### src/rtl/estados_pkg.sv
// Shared constants for the estados code lock: state encoding,
// seven-segment patterns and the default five-digit BCD code.
package estados_pkg;

    localparam logic [2:0] S0     = 3'd0;
    localparam logic [2:0] S1     = 3'd1;
    localparam logic [2:0] S2     = 3'd2;
    localparam logic [2:0] S3     = 3'd3;
    localparam logic [2:0] S4     = 3'd4;
    localparam logic [2:0] ABERTO = 3'd5;
    localparam logic [2:0] ERRO   = 3'd6;

    localparam logic [6:0] SEG_S0     = 7'b0111111;
    localparam logic [6:0] SEG_S1     = 7'b0000110;
    localparam logic [6:0] SEG_S2     = 7'b1011011;
    localparam logic [6:0] SEG_S3     = 7'b1001111;
    localparam logic [6:0] SEG_S4     = 7'b1100110;
    localparam logic [6:0] SEG_ABERTO = 7'b1110111;
    localparam logic [6:0] SEG_ERRO   = 7'b1111001;

    localparam logic [19:0] CODE_DEF = 20'h59060;

endpackage

### src/rtl/estados_seg7.sv
// Seven-segment decode of the lock state, bit order {g,f,e,d,c,b,a}.
module estados_seg7
    import estados_pkg::*;
(
    input  logic [2:0] estado_i,
    output logic [6:0] display_o
);

    always_comb begin
        display_o = SEG_S0;
        case (estado_i)
            S0:      display_o = SEG_S0;
            S1:      display_o = SEG_S1;
            S2:      display_o = SEG_S2;
            S3:      display_o = SEG_S3;
            S4:      display_o = SEG_S4;
            ABERTO:  display_o = SEG_ABERTO;
            ERRO:    display_o = SEG_ERRO;
            default: display_o = SEG_S0;
        endcase
    end

endmodule

### src/rtl/estados.sv
// Five-digit code lock FSM with rising-edge entry detection.
// Define ESTADOS_SYNC_IN_EN to add two-flop input synchronizers.
module estados
    import estados_pkg::*;
#(
    parameter logic [19:0] CODE = CODE_DEF
) (
    input  logic       clk,
    input  logic       reset,
    input  logic [3:0] numero,
    input  logic       insere,
    output logic       ledErro,
    output logic [6:0] display
);

    logic       ins_w;
    logic [3:0] num_w;

`ifdef ESTADOS_SYNC_IN_EN
    logic       ins_s1_q, ins_s2_q;
    logic [3:0] num_s1_q, num_s2_q;

    always_ff @(posedge clk or posedge reset) begin
        if (reset) begin
            ins_s1_q <= 1'b1;
            ins_s2_q <= 1'b1;
            num_s1_q <= 4'd0;
            num_s2_q <= 4'd0;
        end else begin
            ins_s1_q <= insere;
            ins_s2_q <= ins_s1_q;
            num_s1_q <= numero;
            num_s2_q <= num_s1_q;
        end
    end

    assign ins_w = ins_s2_q;
    assign num_w = num_s2_q;
`else
    assign ins_w = insere;
    assign num_w = numero;
`endif

    // insere_q resets high so a key held through reset is not an entry
    logic insere_q;
    logic pulso;

    always_ff @(posedge clk or posedge reset) begin
        if (reset) insere_q <= 1'b1;
        else       insere_q <= ins_w;
    end

    assign pulso = ins_w & ~insere_q;

    logic [2:0] estado_atual;
    logic [2:0] estado_d;
    logic [3:0] esperado;

    always_comb begin
        esperado = 4'd0;
        case (estado_atual)
            S0:      esperado = CODE[19:16];
            S1:      esperado = CODE[15:12];
            S2:      esperado = CODE[11:8];
            S3:      esperado = CODE[7:4];
            S4:      esperado = CODE[3:0];
            default: esperado = 4'd0;
        endcase
    end

    // S0..S4 encode the count of correct digits, so a hit advances by one
    always_comb begin
        estado_d = estado_atual;
        if (pulso) begin
            case (estado_atual)
                S0, S1, S2, S3, S4:
                    estado_d = (num_w == esperado) ? estado_atual + 3'd1
                                                   : ERRO;
                default:
                    estado_d = estado_atual;
            endcase
        end
    end

    always_ff @(posedge clk or posedge reset) begin
        if (reset) estado_atual <= S0;
        else       estado_atual <= estado_d;
    end

    assign ledErro = (estado_atual == ERRO);

    estados_seg7 u_seg7 (
        .estado_i  (estado_atual),
        .display_o (display)
    );

endmodule

### config.mk
export PLATFORM = sky130hd
export DESIGN_NAME = estados
export DESIGN_NICKNAME = d
export VERILOG_FILES = /design/src/rtl/estados_pkg.sv /design/src/rtl/estados_seg7.sv /design/src/rtl/estados.sv
export SDC_FILE = /design/constraint.sdc
export NUM_CORES = 1
export LEC_CHECK = 0
export ABC_AREA = 1
export CORE_AREA = 2 2 39 41
export CTS_BUF_LIST = sky130_fd_sc_hd__clkbuf_8
export CTS_CLUSTER_DIAMETER = 80
export DETAILED_ROUTE_END_ITERATION = 6
export DIE_AREA = 0 0 41 43
export DONT_BUFFER_PORTS = 1
export PLACE_DENSITY = 0.45
export SETUP_SLACK_MARGIN = 0.1
export SLEW_MARGIN = 20
export SYNTH_ARGS = -nofsm -noshare
export SYNTH_HDL_FRONTEND = slang
export SYNTH_SLANG_ARGS = --single-unit
export TNS_END_PERCENT = 20
### constraint.sdc
create_clock -name clk -period 4.6 [get_ports clk]
set_input_delay 0.92 -clock clk [delete_from_list [all_inputs] [get_ports clk]]
set_output_delay 0.92 -clock clk [all_outputs]
set_load 0.02 [all_outputs]
==> flow_metrics.tcl, run 1 <==
set metrics [dict create \
    status "completed" \
    setup_viol 0 \
    first_global_vias 317 \
    ctsResizeCount 0 \
    worstSetupPathType "flop to output port" \
    first_iter_violations 4 \
    avgViaCountPerCell 4.52 \
    grt_max_degree 7 \
    track_usage_pct 9.18 \
    syn_area_sq_um 413 \
    finalHoldViolCount 0 \
    num_rows 14 \
    core_region_area_sq_um 1380 \
    final_common_cell "nand2_1" \
    synth_fp_nets 75 \
    critPathMaxFanout 6 \
    htreeDepth 1 \
    hold_class "primary input to async pin" \
    hpwl_um 679 \
    pre_cts_ws_ns 2.23 \
    final_cell_mix "nand2_1, inv_1, nand3_1" \
    grt_pass1_wl_mm 1.11 \
    peakVddDrop_uv 224 \
    syn_area_per_cell_sq_um 6.55 \
    ys_seq_elements 4 \
    cts_hold_buf 0 \
    power.total_mw 0.303 \
    crit_path_end_kind "output port" \
    io_buffers 0 \
    slew_headroom_pct 76.7 \
    post-cts-setup-buffers 0 \
    dieArea_sq_um 1760 \
    die_h_um 43 \
    pin_count 15 \
    skew_ns 0.00348 \
    ff2ff_setup_slack_ns 3.08 \
    worstSkewPairLatency_ns 0.21 \
    dr.pass1.iters 3 \
    drive_above_1_share_pct 13.4 \
    yosys.cell_types.count 16 \
    routed_wl_um 766 \
    routed-via-count 375 \
    cp-startpoint "estado_atual[1]$_DFFE_PP0P_" \
    setup_tns_ns 0 \
    yosysWarnings 0 \
    cts_tree "built" \
    yosysSeqAreaShare_pct 24.5 \
    maxCapViolations 0 \
    clk_pin_slew_ns 0.03 \
    rsz0062_at_grt "no" \
    cts-buffers-inserted 3 \
    clock-sinks 4 \
    place.gp.congestion 0.763 \
    p_leak_nw 0.259 \
    syn_inst 63 \
    start_util_pct 29.8 \
    required_ns 3.68 \
    worst_slew_pin_slew_ns 0.348 \
    r2r-start "estado_atual[1]$_DFFE_PP0P_" \
    cp_data_arrival_time_ns 1.66 \
    r2r-end "estado_atual[2]$_DFFE_PP0P_" \
    maxSlewViolCount 0 \
    drc_errors 0 \
    fin_nets 80 \
    fin_hold_ws_ns 0.477 \
    antennaDiodeCount 0 \
    wl_per_cell_um 9.23 \
    cts-root-to-sink-buffers 2 \
    syn_to_final_growth_pct 15.8 \
    antenna_found_initial 0 \
    finalCriticalPeriod_ns 2.58 \
    max_freq_ghz 0.388 \
    grt_overflow_total 0 \
    utilization_pct 34.5 \
    start_kind "flop" \
    ant_nets 0 \
    setup_ws_ns 2.02 \
    worstSetupEndpoint "display[5]" \
    worstRegToRegCells 7 \
    root_buffer "clkbuf_8" \
    p_per_area_nw_per_um2 634 \
    fin_crit_sh_pct 56.1 \
    die_w_um 41 \
]
[cell usage after synthesis]
cell type	n	area [sq um]
xor2_1	1	8.76
nand2_1	14	52.6
nand3_1	9	45.0
inv_1	11	41.3
o21ai_1	2	10.0
o21ai_2	1	8.76
a21oi_1	2	10.0
nand3_2	1	10.0
nor2_1	7	26.3
inv_2	1	3.75
nand4_1	2	12.5
dfstp_2	1	26.3
dfrtp_1	3	75.1
nand3b_1	1	7.51
nand2_2	2	12.5
ha_1	5	62.6
[report_power, final]
part | internal, mW | total, mW | leakage [nW] | switching, mW
combinational | 0.0396 | 0.172 | 0.190 | 0.132
sequential | 0.0446 | 0.0575 | 0.0427 | 0.0129
clock | 0.0568 | 0.0736 | 0.0269 | 0.0169
[layer usage]
layer / wire length, um / track usage (%) / vias up / part of all wire (%)
li1: - / - / 207 / -
met5: 0 / 0 / - / 0
met4: 0 / 6.00 / 0 / 0
met3: 29 / 1.57 / 0 / 3.8
met1: 350 / 9.80 / 160 / 46
met2: 386 / 15.3 / 8 / 50
[sequential cells by signal, summed over array words and instances, names as in the netlist]
| signal | cells |
|---|---|
| estado_atual | 3 |
| insere_q | 1 |
[worst min-delay path by stage]
stage	from	endpoint	slack, ns	cells after the start
finish	reset	estado_atual[1]$_DFFE_PP0P_	0.48	1
global route	reset	estado_atual[1]$_DFFE_PP0P_	0.48	1
CTS	reset	estado_atual[1]$_DFFE_PP0P_	0.48	1
detailed placement	estado_atual[0]$_DFFE_PP0P_	estado_atual[0]$_DFFE_PP0P_	0.59	2
global placement	estado_atual[0]$_DFFE_PP0P_	estado_atual[0]$_DFFE_PP0P_	0.59	2
floorplan	estado_atual[0]$_DFFE_PP0P_	estado_atual[0]$_DFFE_PP0P_	0.54	2
[final cells by class]
cell class	count	area (sq um)
clock buffer	3	41.3
multi-input combinational	47	267
inverter	12	45.0
clock inverter	1	3.75
fill	167	906
sequential	4	101
tap	16	20.0
[critical path: stages, from the launching register on]
cell and delay, ns:
dfrtp_1 0.43, ha_1 0.21, ha_1 0.21, nor2_1 0.19
nand3_1 0.17, nand4_1 0.23
[cell families after synthesis]
family | after synthesis | synth area share [%]
buffers and inverters | 12 | 10.9
XOR/XNOR | 1 | 2.12
flip-flops | 4 | 24.5
AO/OA/AOI/OAI | 5 | 6.97
adder cells (fa/ha/maj) | 5 | 15.2
AND/OR/NAND/NOR | 36 | 40.3
[through the flow]
stage / area [sq um] / cells
after global routing: 478 / 83
after floorplan: 413 / 63
final: 478 / 83
after CTS: 478 / 83
after global placement: 433 / 79
after detailed placement: 433 / 79
Power figures use the tool's default switching activity.
==> inputs of run 2 (changes only) <==
- clock period: 4.6 -> 2.64 ns (I/O delays scaled with it)
==> flow_metrics.tcl, run 2 (synthesis results as in run 1) <==
set metrics [dict create \
    status "completed" \
    fin_hold_ws_ns 0.0832 \
    seqPwrFrac_pct 19.2 \
    maxSlewViolCount 0 \
    regMostFlops "estado_atual" \
    clk_pin_slew_ns 0.03 \
    avgViaCountPerCell 4.58 \
    finalHoldViolCount 0 \
    start_kind "flop" \
    largest_reg_flops 3 \
    dr.pass1.iters 2 \
    track_usage_pct 9.89 \
    syn_to_final_growth_pct 15.8 \
    fin_crit_sh_pct 83.1 \
    die_w_um 41 \
    setup_tns_ns 0 \
    setup_viol 0 \
    root_buffer "clkbuf_8" \
    htreeDepth 1 \
    p_sw_mw 0.284 \
    fillers 161 \
    peakVddDrop_uv 390 \
    final_cell_mix "nand2_1, inv_1, nand3_1" \
    combPwrFrac_pct 56.5 \
    maxCapViolations 0 \
    ctsResizeCount 0 \
    clockPowerShare_pct 24.3 \
    pin_count 15 \
    routed-via-count 380 \
    hold_class "primary input to async pin" \
    largest_registers "estado_atual (3), insere_q (1)" \
    drive_above_1_share_pct 13.4 \
    wl_per_cell_um 9.39 \
    worstRegToRegCells 7 \
    skew_ns 0.00498 \
    dieArea_sq_um 1760 \
    rsz0062_at_grt "no" \
    cts-buffers-inserted 3 \
    num_rows 14 \
    grt_pass1_wl_mm 1.17 \
    routed_wl_um 779 \
    finalCriticalPeriod_ns 2.19 \
    grt_max_degree 7 \
    ff2ff_setup_slack_ns 1.12 \
    ant_nets 0 \
    max_freq_ghz 0.456 \
    power.total_mw 0.529 \
    worst_slew_pin_slew_ns 0.351 \
    fin_area_sq_um 478 \
    hpwl_um 683 \
    cts-root-to-sink-buffers 2 \
    internal-power_mw 0.246 \
    fin_nets 80 \
    cts_tree "built" \
    dpl_cell_area_sq_um 433 \
    post-cts-setup-buffers 0 \
    worstSkewPairLatency_ns 0.21 \
    core_region_area_sq_um 1380 \
    final_common_cell "nand2_1" \
    first_iter_violations 5 \
    cp_data_arrival_time_ns 1.66 \
    p_sw_share_pct 53.6 \
    cts_hold_buf 0 \
    clock-sinks 4 \
    crit_path_end_kind "output port" \
    antenna_found_initial 0 \
    antennaDiodeCount 0 \
    first_global_vias 329 \
    grt_overflow_total 0 \
    worstSetupPathType "flop to output port" \
    start_util_pct 29.8 \
    required_ns 2.11 \
    p_leak_nw 0.259 \
    io_buffers 0 \
    drc_errors 0 \
    place.gp.congestion 0.763 \
    slew_headroom_pct 76.5 \
    p_per_area_nw_per_um2 1110 \
    die_h_um 43 \
    critPathMaxFanout 5 \
]
==> run 2: cell type report <==
class / count / area [sq um] / share of cell area, %
Clock buffer: 3 / 41.3 / 8.64
Clock inverter: 1 / 3.75 / 0.785
Inverter: 12 / 45.0 / 9.42
Multi-Input combinational cell: 47 / 267 / 55.8
Sequential cell: 4 / 101 / 21.2
Tap cell: 16 / 20.0 / 4.19
==> run 2: worst max-delay path, cell delays in order, from the launching register on <==
cell and delay (ns):
dfrtp_1 0.42, ha_1 0.22, ha_1 0.21, nor2_1 0.19, nand3_1 0.17, nand4_1 0.23
==> run 2: power by group through the flow <==
stage	clock (mW)	sequential [mW]	combinational, mW
6_report	0.129	0.102	0.299
5_1_grt	0.138	0.105	0.338
4_1_cts	0.133	0.102	0.305
3_5_place_dp	0	0.102	0.304
3_3_place_gp	0	0.102	0.307
2_1_floorplan	0	0.0970	0.271
==> run 2: path summary, 6_finish.rpt <==
path,startpoint,endpoint
worst max register to register,estado_atual[0]$_DFFE_PP0P_,estado_atual[1]$_DFFE_PP0P_
worst min register to register,estado_atual[0]$_DFFE_PP0P_,estado_atual[0]$_DFFE_PP0P_
worst min-delay path,reset,estado_atual[1]$_DFFE_PP0P_
max in group asynchronous,reset,insere_q$_DFF_PP1_
min in group clk,insere,insere_q$_DFF_PP1_
worst max-delay path,estado_atual[0]$_DFFE_PP0P_,display[5]
==> run 2: metal layers <==
metal | track usage, % | up-vias | share of wire, %
met3 | 1.57 | 2 | 4.9
met5 | 0 | - | 0
met4 | 8.00 | 0 | 1.0
met2 | 15.9 | 8 | 50
met1 | 10.5 | 162 | 44
li1 | - | 208 | -
==> run 2: stage by stage <==
stage | util (%) | instances | worst slack (ns)
final | 34.5 | 83 | 0.447
after global routing | 34.5 | 83 | 0.296
after floorplan | - | 63 | 0.766
after CTS | 34.5 | 83 | 0.428
after detailed placement | 31.3 | 79 | 0.660
after global placement | 31.3 | 79 | 0.668
